<file path="config.mk">
export PLATFORM = sky130hd
export DESIGN_NAME = hamming_rx_deframer
export DESIGN_NICKNAME = d
export VERILOG_FILES = /design/src/rtl/hamming_rx_deframer.sv
export SDC_FILE = /design/constraint.sdc
export NUM_CORES = 1
export LEC_CHECK = 0
export BUFFER_PORTS_ARGS = -buffer_cell sky130_fd_sc_hd__buf_2
export CORE_MARGIN = 3
export CORE_UTILIZATION = 50
export DETAILED_ROUTE_END_ITERATION = 16
export PLACE_DENSITY_LB_ADDON = 0.08
export SETUP_SLACK_MARGIN = 0.3
export SYNTH_ARGS = -nofsm -noshare
export SYNTH_HDL_FRONTEND = slang
export SYNTH_SLANG_ARGS = --single-unit
</file>
<file path="constraint.sdc">
create_clock -name clk -period 1.6 [get_ports clk]
set_clock_uncertainty 0.1 [all_clocks]
set_input_delay 0.16 -clock clk [delete_from_list [all_inputs] [get_ports clk]]
set_output_delay 0.16 -clock clk [all_outputs]
set_load 0.005 [all_outputs]
</file>
<file path="src/rtl/hamming_rx_deframer.sv">
// Serial-to-parallel deframer feeding the Hamming(7,4) decoder: start bit, 7 code bits LSB first, stop bit.
// Optional macro HAM_RX_PARITY_EN adds an even-parity bit after cw[6] and a parity_err output.
module hamming_rx_deframer #(
  parameter int   TIMEOUT  = 16,
  parameter logic STOP_VAL = 1'b0,
  parameter int   TO_W     = 8
) (
  input  logic       clk,
  input  logic       rst,
  input  logic       rx_bit,
  input  logic       rx_valid,
  output logic [6:0] cw_data,
  output logic       cw_valid,
  input  logic       cw_ready,
  output logic       frame_err,
  output logic       overrun,
`ifdef HAM_RX_PARITY_EN
  output logic       parity_err,
`endif
  output logic       busy
);

`ifdef HAM_RX_PARITY_EN
  localparam logic [2:0] LAST_IDX = 3'd7;
`else
  localparam logic [2:0] LAST_IDX = 3'd6;
`endif

  typedef enum logic [1:0] {IDLE, SHIFT, STOP} state_t;

  state_t            state, state_nxt;
  logic [2:0]        bit_cnt;
  logic [6:0]        shift_reg;
  logic [TO_W-1:0]   to_cnt;
  logic              to_hit;
  logic              frame_done;
  logic              stop_bad;
  logic              can_load;
`ifdef HAM_RX_PARITY_EN
  logic              par_bit;
`endif

  assign busy = (state != IDLE);

  always_comb begin
    state_nxt  = state;
    frame_done = 1'b0;
    stop_bad   = 1'b0;
    // Abort on the idle cycle that would bring the gap counter up to TIMEOUT
    to_hit = (TIMEOUT != 0) && (state != IDLE) && !rx_valid &&
             (to_cnt == TO_W'(TIMEOUT - 1));
    case (state)
      IDLE: begin
        if (rx_valid && rx_bit) state_nxt = SHIFT;
      end
      SHIFT: begin
        if (to_hit)                                state_nxt = IDLE;
        else if (rx_valid && bit_cnt == LAST_IDX)  state_nxt = STOP;
      end
      STOP: begin
        if (to_hit) begin
          state_nxt = IDLE;
        end else if (rx_valid) begin
          state_nxt = IDLE;
          if (rx_bit == STOP_VAL) frame_done = 1'b1;
          else                    stop_bad   = 1'b1;
        end
      end
      default: state_nxt = IDLE;
    endcase
    can_load = frame_done && (!cw_valid || cw_ready);
  end

  always_ff @(posedge clk) begin
    if (rst) begin
      state      <= IDLE;
      bit_cnt    <= 3'd0;
      shift_reg  <= 7'd0;
      to_cnt     <= '0;
      cw_data    <= 7'd0;
      cw_valid   <= 1'b0;
      frame_err  <= 1'b0;
      overrun    <= 1'b0;
`ifdef HAM_RX_PARITY_EN
      par_bit    <= 1'b0;
      parity_err <= 1'b0;
`endif
    end else begin
      state     <= state_nxt;
      frame_err <= stop_bad | to_hit;
      overrun   <= frame_done & ~can_load;

      if (state == IDLE || rx_valid || to_hit) to_cnt <= '0;
      else                                      to_cnt <= to_cnt + 1'b1;

      if (state != SHIFT) begin
        bit_cnt <= 3'd0;
      end else if (rx_valid) begin
        bit_cnt <= bit_cnt + 3'd1;
`ifdef HAM_RX_PARITY_EN
        if (bit_cnt == 3'd7) par_bit <= rx_bit;
        else                 shift_reg[bit_cnt] <= rx_bit;
`else
        shift_reg[bit_cnt] <= rx_bit;
`endif
      end

      // A completing frame may replace a codeword being consumed this same cycle
      if (can_load) begin
        cw_data    <= shift_reg;
        cw_valid   <= 1'b1;
`ifdef HAM_RX_PARITY_EN
        parity_err <= ^{shift_reg, par_bit};
`endif
      end else if (cw_valid && cw_ready) begin
        cw_valid <= 1'b0;
      end
    end
  end

endmodule
</file>
==> results.json <==
{
  "yosysMostFrequentCell": "dfxtp_1",
  "yosysTopAreaCell": "dfxtp_1",
  "io_pins": 16,
  "wl_per_cell_microns": 14.1,
  "syn2layout_area_growth_pct": 24.0,
  "rows": 18,
  "fin_ws_ps": 41.2,
  "netSwitchingFraction_pct": 22.1,
  "startpoint_type": "flop",
  "synth_edf_count": 0,
  "slew_headroom_pct": 83.1,
  "setup_tns_ps": 0,
  "critPathCaptureType": "flop",
  "antenna_found_initial": 0,
  "grt_pass1_wl_microns": 4340,
  "dieWidth_microns": 57.6,
  "track_usage_pct": 17.3,
  "maxCapViolations": 0,
  "grt_pass1_vias": 1020,
  "hold_viol": 0,
  "netlist.area_leader.share_pct": 45.1,
  "clk_path_buf_depth": 2,
  "min_path_type": "input port to flop",
  "regToRegSetupSlack_ps": 40,
  "p_leak_uw": 0.000670,
  "critPathLaunch": "to_cnt[4]",
  "peakVddDrop_mv": 0.724,
  "ys_ff_latch": 30,
  "drtIter0Drc": 39,
  "setup_viol": 0,
  "r2r-start": "to_cnt[4]",
  "path_clk_slew_ps": 90,
  "cts_sinks": 30,
  "htree_levels": 2,
  "p_clk_share_pct": 42.2,
  "seq_area_frac_synth_pct": 45.1,
  "globalplace.congestion": 0.727,
  "min-delay-start": "rx_bit",
  "nFillCells": 227,
  "drive_gt1_share_pct": 32.1,
  "slew_violations": 0,
  "p_sw_uw": 313,
  "core_sq_um": 2500,
  "cp.required_ps": 1770,
  "vias_per_cell": 5.46,
  "ys.flop_type": "dfxtp_1",
  "largest_register_ffs": 8,
  "p_int_uw": 1100,
  "async_flop_share_pct": 0,
  "insertion_delay_ps": 330,
  "num_vias": 1064,
  "p_comb_share_pct": 4.4,
  "initial_core_util_pct": 53.3,
  "numCtsBuffers": 5,
  "postSynthAreaPerCell_sq_um": 9.44,
  "synth_warnings": 0,
  "critPathArrivalTime_ps": 1730,
  "critPathMaxFanout": 2,
  "period_minus_slack_ps": 1560,
  "dr.pass1.iters": 4,
  "powerDensity_nw_per_um2": 856,
  "rsz0062_at_grt": "yes",
  "p_total_uw": 1410,
  "grt_max_degree": 24,
  "synth_common_cells": "30 x dfxtp_1, 19 x nand2b_1, 14 x mux2i_1",
  "ys_types": 32,
  "antenna-diode-count": 0,
  "die_h_microns": 57.6,
  "syn_nets": 149,
  "cts_tree": "done",
  "nNetsFinal": 172,
  "crit_type": "flop to flop",
  "cts_root_buf": "clkbuf_4",
  "place_ws_ps": 70.6,
  "whs_ps": 38.5,
  "grt-ovfl-total": 0,
  "dieArea_sq_um": 3320,
  "status": "finished clean",
  "fmax_mhz": 642,
  "finalCritPeriodShare_pct": 97.4,
  "place_hpwl_microns": 1770,
  "seqPwrFrac_pct": 53.4,
  "ys_top_cells_by_area": "dfxtp_1 45%, mux2i_1 11%, nand2b_1 8.9%, ha_1 2.8%, nand2_1 2.8%",
  "worstMarginPinSlew_ps": 253,
  "synth_area_sq_um": 1330,
  "drc": 0,
  "syn_inst": 141,
  "wirelength_microns": 2740,
  "port_buffers": 15,
  "cts_hold_buf": 0,
  "ant_nets": 0
}
==> power by group through the flow <==
| stage | Sequential (uW) | Combinational [uW] | Clock [uW] |
|---|---|---|---|
| after floorplan | 771 | 38.5 | 0 |
| after global placement | 772 | 55.2 | 0 |
| after detailed placement | 772 | 56.6 | 0 |
| after CTS | 755 | 57.4 | 605 |
| after global routing | 755 | 69.2 | 634 |
| final | 754 | 62.5 | 596 |
==> what timing repair did <==
action | CTS | global route
gates resized for setup | 11 | 11
buffers inserted | 1 | 2
pin swaps | 3 | 4
endpoints found under the setup margin | 12 | 24
==> routing by layer <==
metal | global-route usage, % | part of all wire (%) | vias to the layer above | routed length (microns)
met3 | 4.75 | 5.1 | 10 | 140
met4 | 10.9 | 2.7 | 0 | 73
li1 | - | - | 539 | -
met2 | 28.9 | 46 | 23 | 1270
met1 | 19.4 | 46 | 492 | 1260
met5 | 0 | 0 | - | 0
==> stage by stage <==
stage	utilization (%)	cell area, sq um	instances
6_report	66.0	1650	195
5_1_grt	66.0	1650	195
4_1_cts	63.3	1580	193
3_5_place_dp	58.6	1460	184
3_3_place_gp	58.6	1460	184
2_1_floorplan	-	1350	141
==> placed cells by master (no fill, tap or decap), types with 2 or more instances in the layout <==
cell / instances
nand2b_1: 18
a211oi_1: 3
or3_1: 2
o21ai_0: 3
clkinv_2: 2
xnor2_1: 2
nor2b_1: 4
and4b_1: 2
nor2_1: 3
dfxtp_2: 7
nand3_1: 3
buf_2: 15
ha_1: 2
clkbuf_4: 5
nand2_1: 10
nor3_1: 3
nand4b_1: 2
a21oi_1: 6
inv_1: 4
dfxtp_1: 22
buf_4: 6
o211ai_1: 2
mux2i_1: 14
==> worst max-delay path, cell delays in order, from the launching register on <==
cell and delay [ps]:
dfxtp_2 330, or4_4 540, or4_1 410, a21oi_1 120
==> cells by family after synthesis <==
group                      synth area share [%]
and+or+nand+nor                            28.7
DFF                                        45.1
AOI/OAI and AO/OA                          7.71
muxes                                      10.5
buffers and inverters                      3.19
xor gates and xnor gates                   1.97
adders and majority gates                  2.82
==> layout make-up <==
type	count	area [sq um]	area share, %
inverter	4	15.0	0.910
tap	30	37.5	2.27
clock buffer	5	37.5	2.27
clock inverter	3	40.0	2.43
sequential	30	613	37.1
multi-input combinational	100	756	45.8
timing repair buffer	23	151	9.17
==> path summary, 6_finish.rpt <==
path | to | cells past startpoint
max | frame_err | 3
min | frame_err | 3
max reg2reg | frame_err | 3
min reg2reg | cw_data[3] | 2
No activity file was read; power rests on OpenSTA's default activity.
